### src/rtl/timer_pkg.sv
// Shared types and constants for the countdown timer and its prescaler.
package timer_pkg;

  typedef enum logic {
    IDLE = 1'b0,
    RUN  = 1'b1
  } state_t;

  localparam int DEF_TICK_CYCLES = 50_000_000;
  localparam int SIM_TICK_CYCLES = 10;

endpackage

### src/rtl/countdown_timer_if.sv
// Control/status bundle between the game FSM (master) and the countdown timer (slave).
// The pause signal exists only when TIMER_PAUSE_EN is defined.
interface countdown_timer_if #(
  parameter int CNT_W = 4
);

  logic             start;
  logic             abort;
  logic             mode_reload;
  logic [CNT_W-1:0] load_val;
  logic [CNT_W-1:0] remaining;
  logic             tick;
  logic             done;
  logic             busy;
`ifdef TIMER_PAUSE_EN
  logic             pause;

  modport master (
    output start, abort, mode_reload, load_val, pause,
    input  remaining, tick, done, busy
  );

  modport slave (
    input  start, abort, mode_reload, load_val, pause,
    output remaining, tick, done, busy
  );
`else
  modport master (
    output start, abort, mode_reload, load_val,
    input  remaining, tick, done, busy
  );

  modport slave (
    input  start, abort, mode_reload, load_val,
    output remaining, tick, done, busy
  );
`endif

endinterface

### src/rtl/tick_prescaler.sv
// Clearable, enable-gated divide-by-TICK_CYCLES counter; o_wrap is high in the
// last counted cycle of each period, so the consumer registers it into a pulse.
module tick_prescaler #(
  parameter int TICK_CYCLES = 10
) (
  input  logic i_clk,
  input  logic i_rst_n,
  input  logic i_clr,
  input  logic i_en,
  output logic o_wrap
);

  localparam int                 PRESC_W = $clog2(TICK_CYCLES);
  localparam logic [PRESC_W-1:0] LAST    = PRESC_W'(TICK_CYCLES - 1);

  logic [PRESC_W-1:0] r_cnt;
  logic               w_at_last;

  assign w_at_last = (r_cnt == LAST);
  assign o_wrap    = i_en & w_at_last;

  always_ff @(posedge i_clk or negedge i_rst_n) begin
    if (!i_rst_n) begin
      r_cnt <= '0;
    end else if (i_clr) begin
      r_cnt <= '0;
    end else if (i_en) begin
      r_cnt <= w_at_last ? '0 : r_cnt + PRESC_W'(1);
    end
  end

endmodule

### src/rtl/countdown_timer.sv
// Programmable tick countdown with one-shot / auto-reload modes.
// Optional TIMER_PAUSE_EN adds a pause input that freezes counting in RUN.
module countdown_timer
  import timer_pkg::*;
#(
  parameter int TICK_CYCLES = DEF_TICK_CYCLES,
  parameter int CNT_W       = 4
) (
  input  logic               CLOCK_50,
  input  logic               reset_n,
  countdown_timer_if.slave   bus
);

  // state | meaning
  // IDLE  | stopped; remaining=0, prescaler held at 0
  // RUN   | counting ticks; busy=1

  state_t           r_state, w_state_nxt;
  logic [CNT_W-1:0] r_remaining, w_rem_nxt;
  logic [CNT_W-1:0] r_reload, w_reload_nxt;
  logic             r_mode, w_mode_nxt;
  logic             r_tick, w_tick_nxt;
  logic             r_done, w_done_nxt;
  logic             w_presc_clr;
  logic             w_presc_en;
  logic             w_wrap;

`ifdef TIMER_PAUSE_EN
  assign w_presc_en = (r_state == RUN) & ~bus.pause;
`else
  assign w_presc_en = (r_state == RUN);
`endif

  tick_prescaler #(
    .TICK_CYCLES (TICK_CYCLES)
  ) u_presc (
    .i_clk   (CLOCK_50),
    .i_rst_n (reset_n),
    .i_clr   (w_presc_clr),
    .i_en    (w_presc_en),
    .o_wrap  (w_wrap)
  );

  always_ff @(posedge CLOCK_50 or negedge reset_n) begin
    if (!reset_n) begin
      r_state     <= IDLE;
      r_remaining <= '0;
      r_reload    <= '0;
      r_mode      <= 1'b0;
      r_tick      <= 1'b0;
      r_done      <= 1'b0;
    end else begin
      r_state     <= w_state_nxt;
      r_remaining <= w_rem_nxt;
      r_reload    <= w_reload_nxt;
      r_mode      <= w_mode_nxt;
      r_tick      <= w_tick_nxt;
      r_done      <= w_done_nxt;
    end
  end

  always_comb begin
    w_state_nxt  = r_state;
    w_rem_nxt    = r_remaining;
    w_reload_nxt = r_reload;
    w_mode_nxt   = r_mode;
    w_tick_nxt   = 1'b0;
    w_done_nxt   = 1'b0;
    w_presc_clr  = 1'b0;

    if (bus.abort) begin
      if (r_state == RUN) begin
        w_state_nxt = IDLE;
        w_rem_nxt   = '0;
        w_presc_clr = 1'b1;
      end
    end else if (bus.start) begin
      w_presc_clr = 1'b1;
      if (bus.load_val != '0) begin
        w_state_nxt  = RUN;
        w_rem_nxt    = bus.load_val;
        w_reload_nxt = bus.load_val;
        w_mode_nxt   = bus.mode_reload;
      end else begin
        // Zero-length run completes immediately without entering RUN.
        w_state_nxt = IDLE;
        w_rem_nxt   = '0;
        w_done_nxt  = 1'b1;
      end
    end else if ((r_state == RUN) && w_wrap) begin
      w_tick_nxt = 1'b1;
      if (r_remaining <= CNT_W'(1)) begin
        w_done_nxt = 1'b1;
        if (r_mode) begin
          w_rem_nxt = r_reload;
        end else begin
          w_rem_nxt   = '0;
          w_state_nxt = IDLE;
        end
      end else begin
        w_rem_nxt = r_remaining - CNT_W'(1);
      end
    end
  end

  assign bus.remaining = r_remaining;
  assign bus.tick      = r_tick;
  assign bus.done      = r_done;
  assign bus.busy      = (r_state == RUN);

endmodule

### src/flat_wrapper.sv
// flat-port wrapper written by rule: the top's interface ports become plain ports
module countdown_timer_flat import timer_pkg::*;
#(
  parameter int TICK_CYCLES = DEF_TICK_CYCLES,
  parameter int CNT_W       = 4
)
  (CLOCK_50, reset_n, bus_start, bus_abort, bus_mode_reload, bus_load_val, bus_remaining, bus_tick, bus_done, bus_busy);
  countdown_timer_if #(.CNT_W(CNT_W)) bus_i ();
  input  logic CLOCK_50;
  input  logic reset_n;
  input wire logic [$bits(bus_i.start)-1:0] bus_start;
  input wire logic [$bits(bus_i.abort)-1:0] bus_abort;
  input wire logic [$bits(bus_i.mode_reload)-1:0] bus_mode_reload;
  input wire logic [$bits(bus_i.load_val)-1:0] bus_load_val;
  output wire logic [$bits(bus_i.remaining)-1:0] bus_remaining;
  output wire logic [$bits(bus_i.tick)-1:0] bus_tick;
  output wire logic [$bits(bus_i.done)-1:0] bus_done;
  output wire logic [$bits(bus_i.busy)-1:0] bus_busy;
  assign bus_i.start = bus_start;
  assign bus_i.abort = bus_abort;
  assign bus_i.mode_reload = bus_mode_reload;
  assign bus_i.load_val = bus_load_val;
  assign bus_remaining = bus_i.remaining;
  assign bus_tick = bus_i.tick;
  assign bus_done = bus_i.done;
  assign bus_busy = bus_i.busy;
  countdown_timer #(.TICK_CYCLES(TICK_CYCLES), .CNT_W(CNT_W)) u_core (.CLOCK_50(CLOCK_50), .reset_n(reset_n), .bus(bus_i));
endmodule
### config.mk
export PLATFORM = sky130hd
export DESIGN_NAME = countdown_timer_flat
export DESIGN_NICKNAME = d
export VERILOG_FILES = /design/src/rtl/timer_pkg.sv /design/src/rtl/countdown_timer_if.sv /design/src/rtl/tick_prescaler.sv /design/src/rtl/countdown_timer.sv /design/src/flat_wrapper.sv
export SDC_FILE = /design/constraint.sdc
export NUM_CORES = 1
export LEC_CHECK = 0
export BUFFER_PORTS_ARGS = -buffer_cell sky130_fd_sc_hd__buf_2
export CORE_MARGIN = 10
export CORE_UTILIZATION = 35
export DETAILED_ROUTE_END_ITERATION = 7
export GPL_TIMING_DRIVEN = 0
export SYNTH_ARGS = -nofsm -noshare
export SYNTH_HDL_FRONTEND = slang
export SYNTH_SLANG_ARGS = --single-unit
### constraint.sdc
create_clock -name CLOCK_50 -period 2.6 [get_ports CLOCK_50]
set_input_delay 0.26 -clock CLOCK_50 [delete_from_list [all_inputs] [get_ports CLOCK_50]]
set_output_delay 0.26 -clock CLOCK_50 [all_outputs]
set_load 0.02 [all_outputs]
==> summary.txt <==
Run status
  – Outcome: completed

Worst setup path
  – CP max FO: 10
  – Crit path kind: register to register
  – CP Launch Type: register
  – CP arrival: 2.65 ns
  – Worst path required time: 2.81 ns
  – Reg2reg start: u_core.u_presc.r_cnt[0]$_DFFE_PN0P_
  – Beginning of the critical path: u_core.u_presc.r_cnt[0]$_DFFE_PN0P_
  – Worst setup EP type: register

Placement
  – # port buffers: 14
  – Pre-CTS setup slack: 0.199 ns
  – Detailed Place HPWL: 3860 µm
  – Area post-placement: 2320 µm²
  – Routability cong.: 0.835

Global route
  – Largest net degree at the start of global routing: 39
  – Number of global-route vias before repair: 1734
  – GRT Overall Usage: 0.109
  – Grt ovf: 0
  – Initial antenna violation count: 0
  – First-pass GRT wire length: 8800 µm

Power and ir drop
  – Power Dens Cells: 525 nW/µm²
  – Switching pwr: 0.000322 W
  – Static Leak: 1.02 nW
  – Peak supply drop: 0.248 mV
  – Clock share of power: 0.381
  – Flop pwr share: 0.500
  – Internal Pwr Total: 0.000953 W
  – Sw frac: 0.253
  – Comb pwr share: 0.119

Cells and area
  – Nets: 273
  – Antenna diodes: 0
  – Fin area: 2430 µm²
  – Synth-to-layout area growth: 12.5%
  – Share of cells above drive strength 1: 0.130

CTS
  – CTS buffer count: 5
  – Worst-Skew Late Latency: 0.29 ns
  – CTS resizes: 0
  – Clock buffer depth: 2
  – Root Buffer: clkbuf_8
  – H-tree depth: 2
  – Setup Buffers After CTS: 0
  – Clock transition at path regs: 0.08 ns
  – # hold bufs at CTS: 0
  – CTS tree: done
  – Clock sinks: 38

Logic synthesis
  – Cells after synthesis: 240
  – Synthesized area: 2160 µm²
  – Top cells by count, synth: dfrtp_1, nor2_1, nand2_1
  – Post-synth top flop: dfrtp_1
  – Share of the synthesized area in the top cell type: 0.441
  – FFs w/ async S/R, synth: 1.00
  – Library cells used by synthesis: 48
  – Simple logic cell fraction of the synthesized area: 0.278
  – Adder-cell area share of the yosys netlist: 0.0174
  – Xor/xnor share of the synthesized area: 0.0406
  – Post-synthesis average cell area: 8.99 µm²
  – Synthesis Warnings: 0
  – Syn_nets: 252
  – Mux contribution to synthesized area: 0.00522
  – Synth Area in Compound Gates: 0.183
  – Yosys reg bits: 38
  – EDFF count, synth: 0
  – Biggest area consumer among synthesized cells: dfrtp_1
  – Synth area leaders: dfrtp_1, nor2_1, a21oi_1, nand3_1, o21ai_0
  – Largest family of logic cells by synthesized area: simple AND/OR/NAND/NOR gates
  – Register area share after synthesis: 0.441
  – Most frequent cell after synthesis: dfrtp_1

Floorplanning
  – I/O Pins: 16
  – DIE AREA: 9710 µm²
  – FP Rows: 28
  – Die Span Y: 98.5 µm
  – Core area: 5960 µm²
  – Initial Utilization: 0.362
  – Die span in x: 98.5 µm

Timing
  – Worst relative slew slack: 0.441
  – Setup TNS: 0 ns
  – Hold Slack: 0.0732 ns
  – FMAX: 0.409 GHz
  – Final setup vio count: 0
  – Least-Margin Pin Slew: 0.839 ns
  – Fin Clk Skew: 0.0127 ns
  – Fin crit period: 2.44 ns
  – Final WS setup: 0.156 ns
  – Slew Limit Fails: 0
  – RSZ-0062 raised after global routing: no
  – Final Cycle Share: 0.940
  – Final hold vios: 0

Drt
  – Drt first pass iters: 4
  – Final ANT Viol Nets: 0
  – DRT Wirelength: 5290 µm
  – Via count: 1876
  – DRC: 0
  – Detailed-route wire length per cell: 15.7 µm
  – DRT iter0 DRCs: 169
  – Via-to-Cell Ratio: 5.57

Min path
  – HP Class: primary input to asynchronous set/reset pin

Job
  – Max-cap viol count: 0
-- state kept, by name, summed over array words and instances, names as in the netlist --
name,count
u_core.r_mode,1
u_core.bus.busy,1
u_core.r_reload,4
u_core.bus.tick,1
u_core.bus.remaining,4
u_core.bus.done,1
u_core.u_presc.r_cnt,26
-- cells by family (layout without fill, tap and decap cells) --
| logic type | Yosys count | after routing |
|---|---|---|
| compound gates | 60 | 60 |
| xor+xnor | 10 | 10 |
| fa+ha+maj | 3 | 3 |
| buf+inv | 19 | 41 |
| flops | 38 | 38 |
| mux | 1 | 1 |
| simple gates | 109 | 109 |
-- per-layer routing --
layer / vias to the layer above / share of wire / routed length (µm) / GRT usage
met5: - / 0 / 0 / 0
met4: 0 / 0.0042 / 22 / 0.0320
met3: 4 / 0.047 / 250 / 0.0321
met2: 49 / 0.47 / 2460 / 0.164
met1: 893 / 0.48 / 2550 / 0.148
li1: 930 / - / - / -
-- through the flow --
| step | utilization | total power [W] | std cells |
|---|---|---|---|
| floorplan | - | 0.000742 | 240 |
| CTS | 0.408 | 0.00129 | 337 |
| global route | 0.408 | 0.00135 | 337 |
| global placement | 0.390 | 0.000802 | 329 |
| detailed placement | 0.390 | 0.000802 | 329 |
| finish | 0.408 | 0.00128 | 337 |
-- cells in the final DEF (no fill, tap or decap), types with 2 or more instances in the layout --
cell	synthesis	routed
a21oi_1	15	15
nor2b_1	3	3
ha_1	3	3
nand4b_1	2	2
or2_2	2	2
nand2_1	18	18
o31ai_1	2	2
nand2b_1	3	3
and3_1	5	5
and2_1	4	4
a22o_1	2	2
clkbuf_1	6	8
a41oi_1	3	3
xnor2_1	8	8
a221o_1	3	3
nand4_1	5	5
or3_1	2	2
inv_1	10	10
o21ai_0	14	14
xor2_1	2	2
a21o_1	4	4
a31oi_1	8	8
or4_4	2	2
clkbuf_8	0	5
nand3_1	14	14
buf_2	2	16
nor4_1	9	9
nor3_1	9	9
dfrtp_1	38	38
nor2_1	23	23
-- power by group through the flow --
| stage | logic, W | registers (W) | clock network (W) |
|---|---|---|---|
| finish | 0.000152 | 0.000637 | 0.000487 |
| global route | 0.000172 | 0.000641 | 0.000532 |
| CTS | 0.000154 | 0.000637 | 0.000501 |
| detailed placement | 0.000154 | 0.000649 | 0 |
| global placement | 0.000153 | 0.000649 | 0 |
| floorplan | 0.0000881 | 0.000654 | 0 |
-- final cells by class --
type | instances | area (µm²)
fill | 626 | 3530
clock buffer | 7 | 76.3
clock inverter | 1 | 30.0
timing repair buffer | 14 | 70.1
buffer | 9 | 40.0
sequential | 38 | 951
inverter | 10 | 37.5
multi-input combinational | 183 | 1130
tap | 75 | 93.8
-- critical path, stage by stage, from the launching register on --
cell      delay (ns)
dfrtp_1         0.42
ha_1            0.30
and3_1          0.25
and4_1          0.19
clkbuf_1        0.20
a21oi_2         0.45
buf_2           0.31
a21oi_1         0.09
a31oi_1         0.15
-- worst paths after layout --
| kind | endpoint | slack, ns | cells after the start |
|---|---|---|---|
| worst max register to register | u_core.u_presc.r_cnt[19]$_DFFE_PN0P_ | 0.16 | 8 |
| worst max-delay path | u_core.u_presc.r_cnt[19]$_DFFE_PN0P_ | 0.16 | 8 |
| max in group asynchronous | u_core.u_presc.r_cnt[11]$_DFFE_PN0P_ | 1.99 | 1 |
| worst min register to register | u_core.r_reload[0]$_DFFE_PN0P_ | 0.48 | 1 |
| min in group CLOCK_50 | u_core.r_mode$_DFFE_PN0P_ | 0.20 | 2 |
| worst min-delay path | u_core.u_presc.r_cnt[13]$_DFFE_PN0P_ | 0.07 | 1 |
Power figures use the tool's default switching activity.
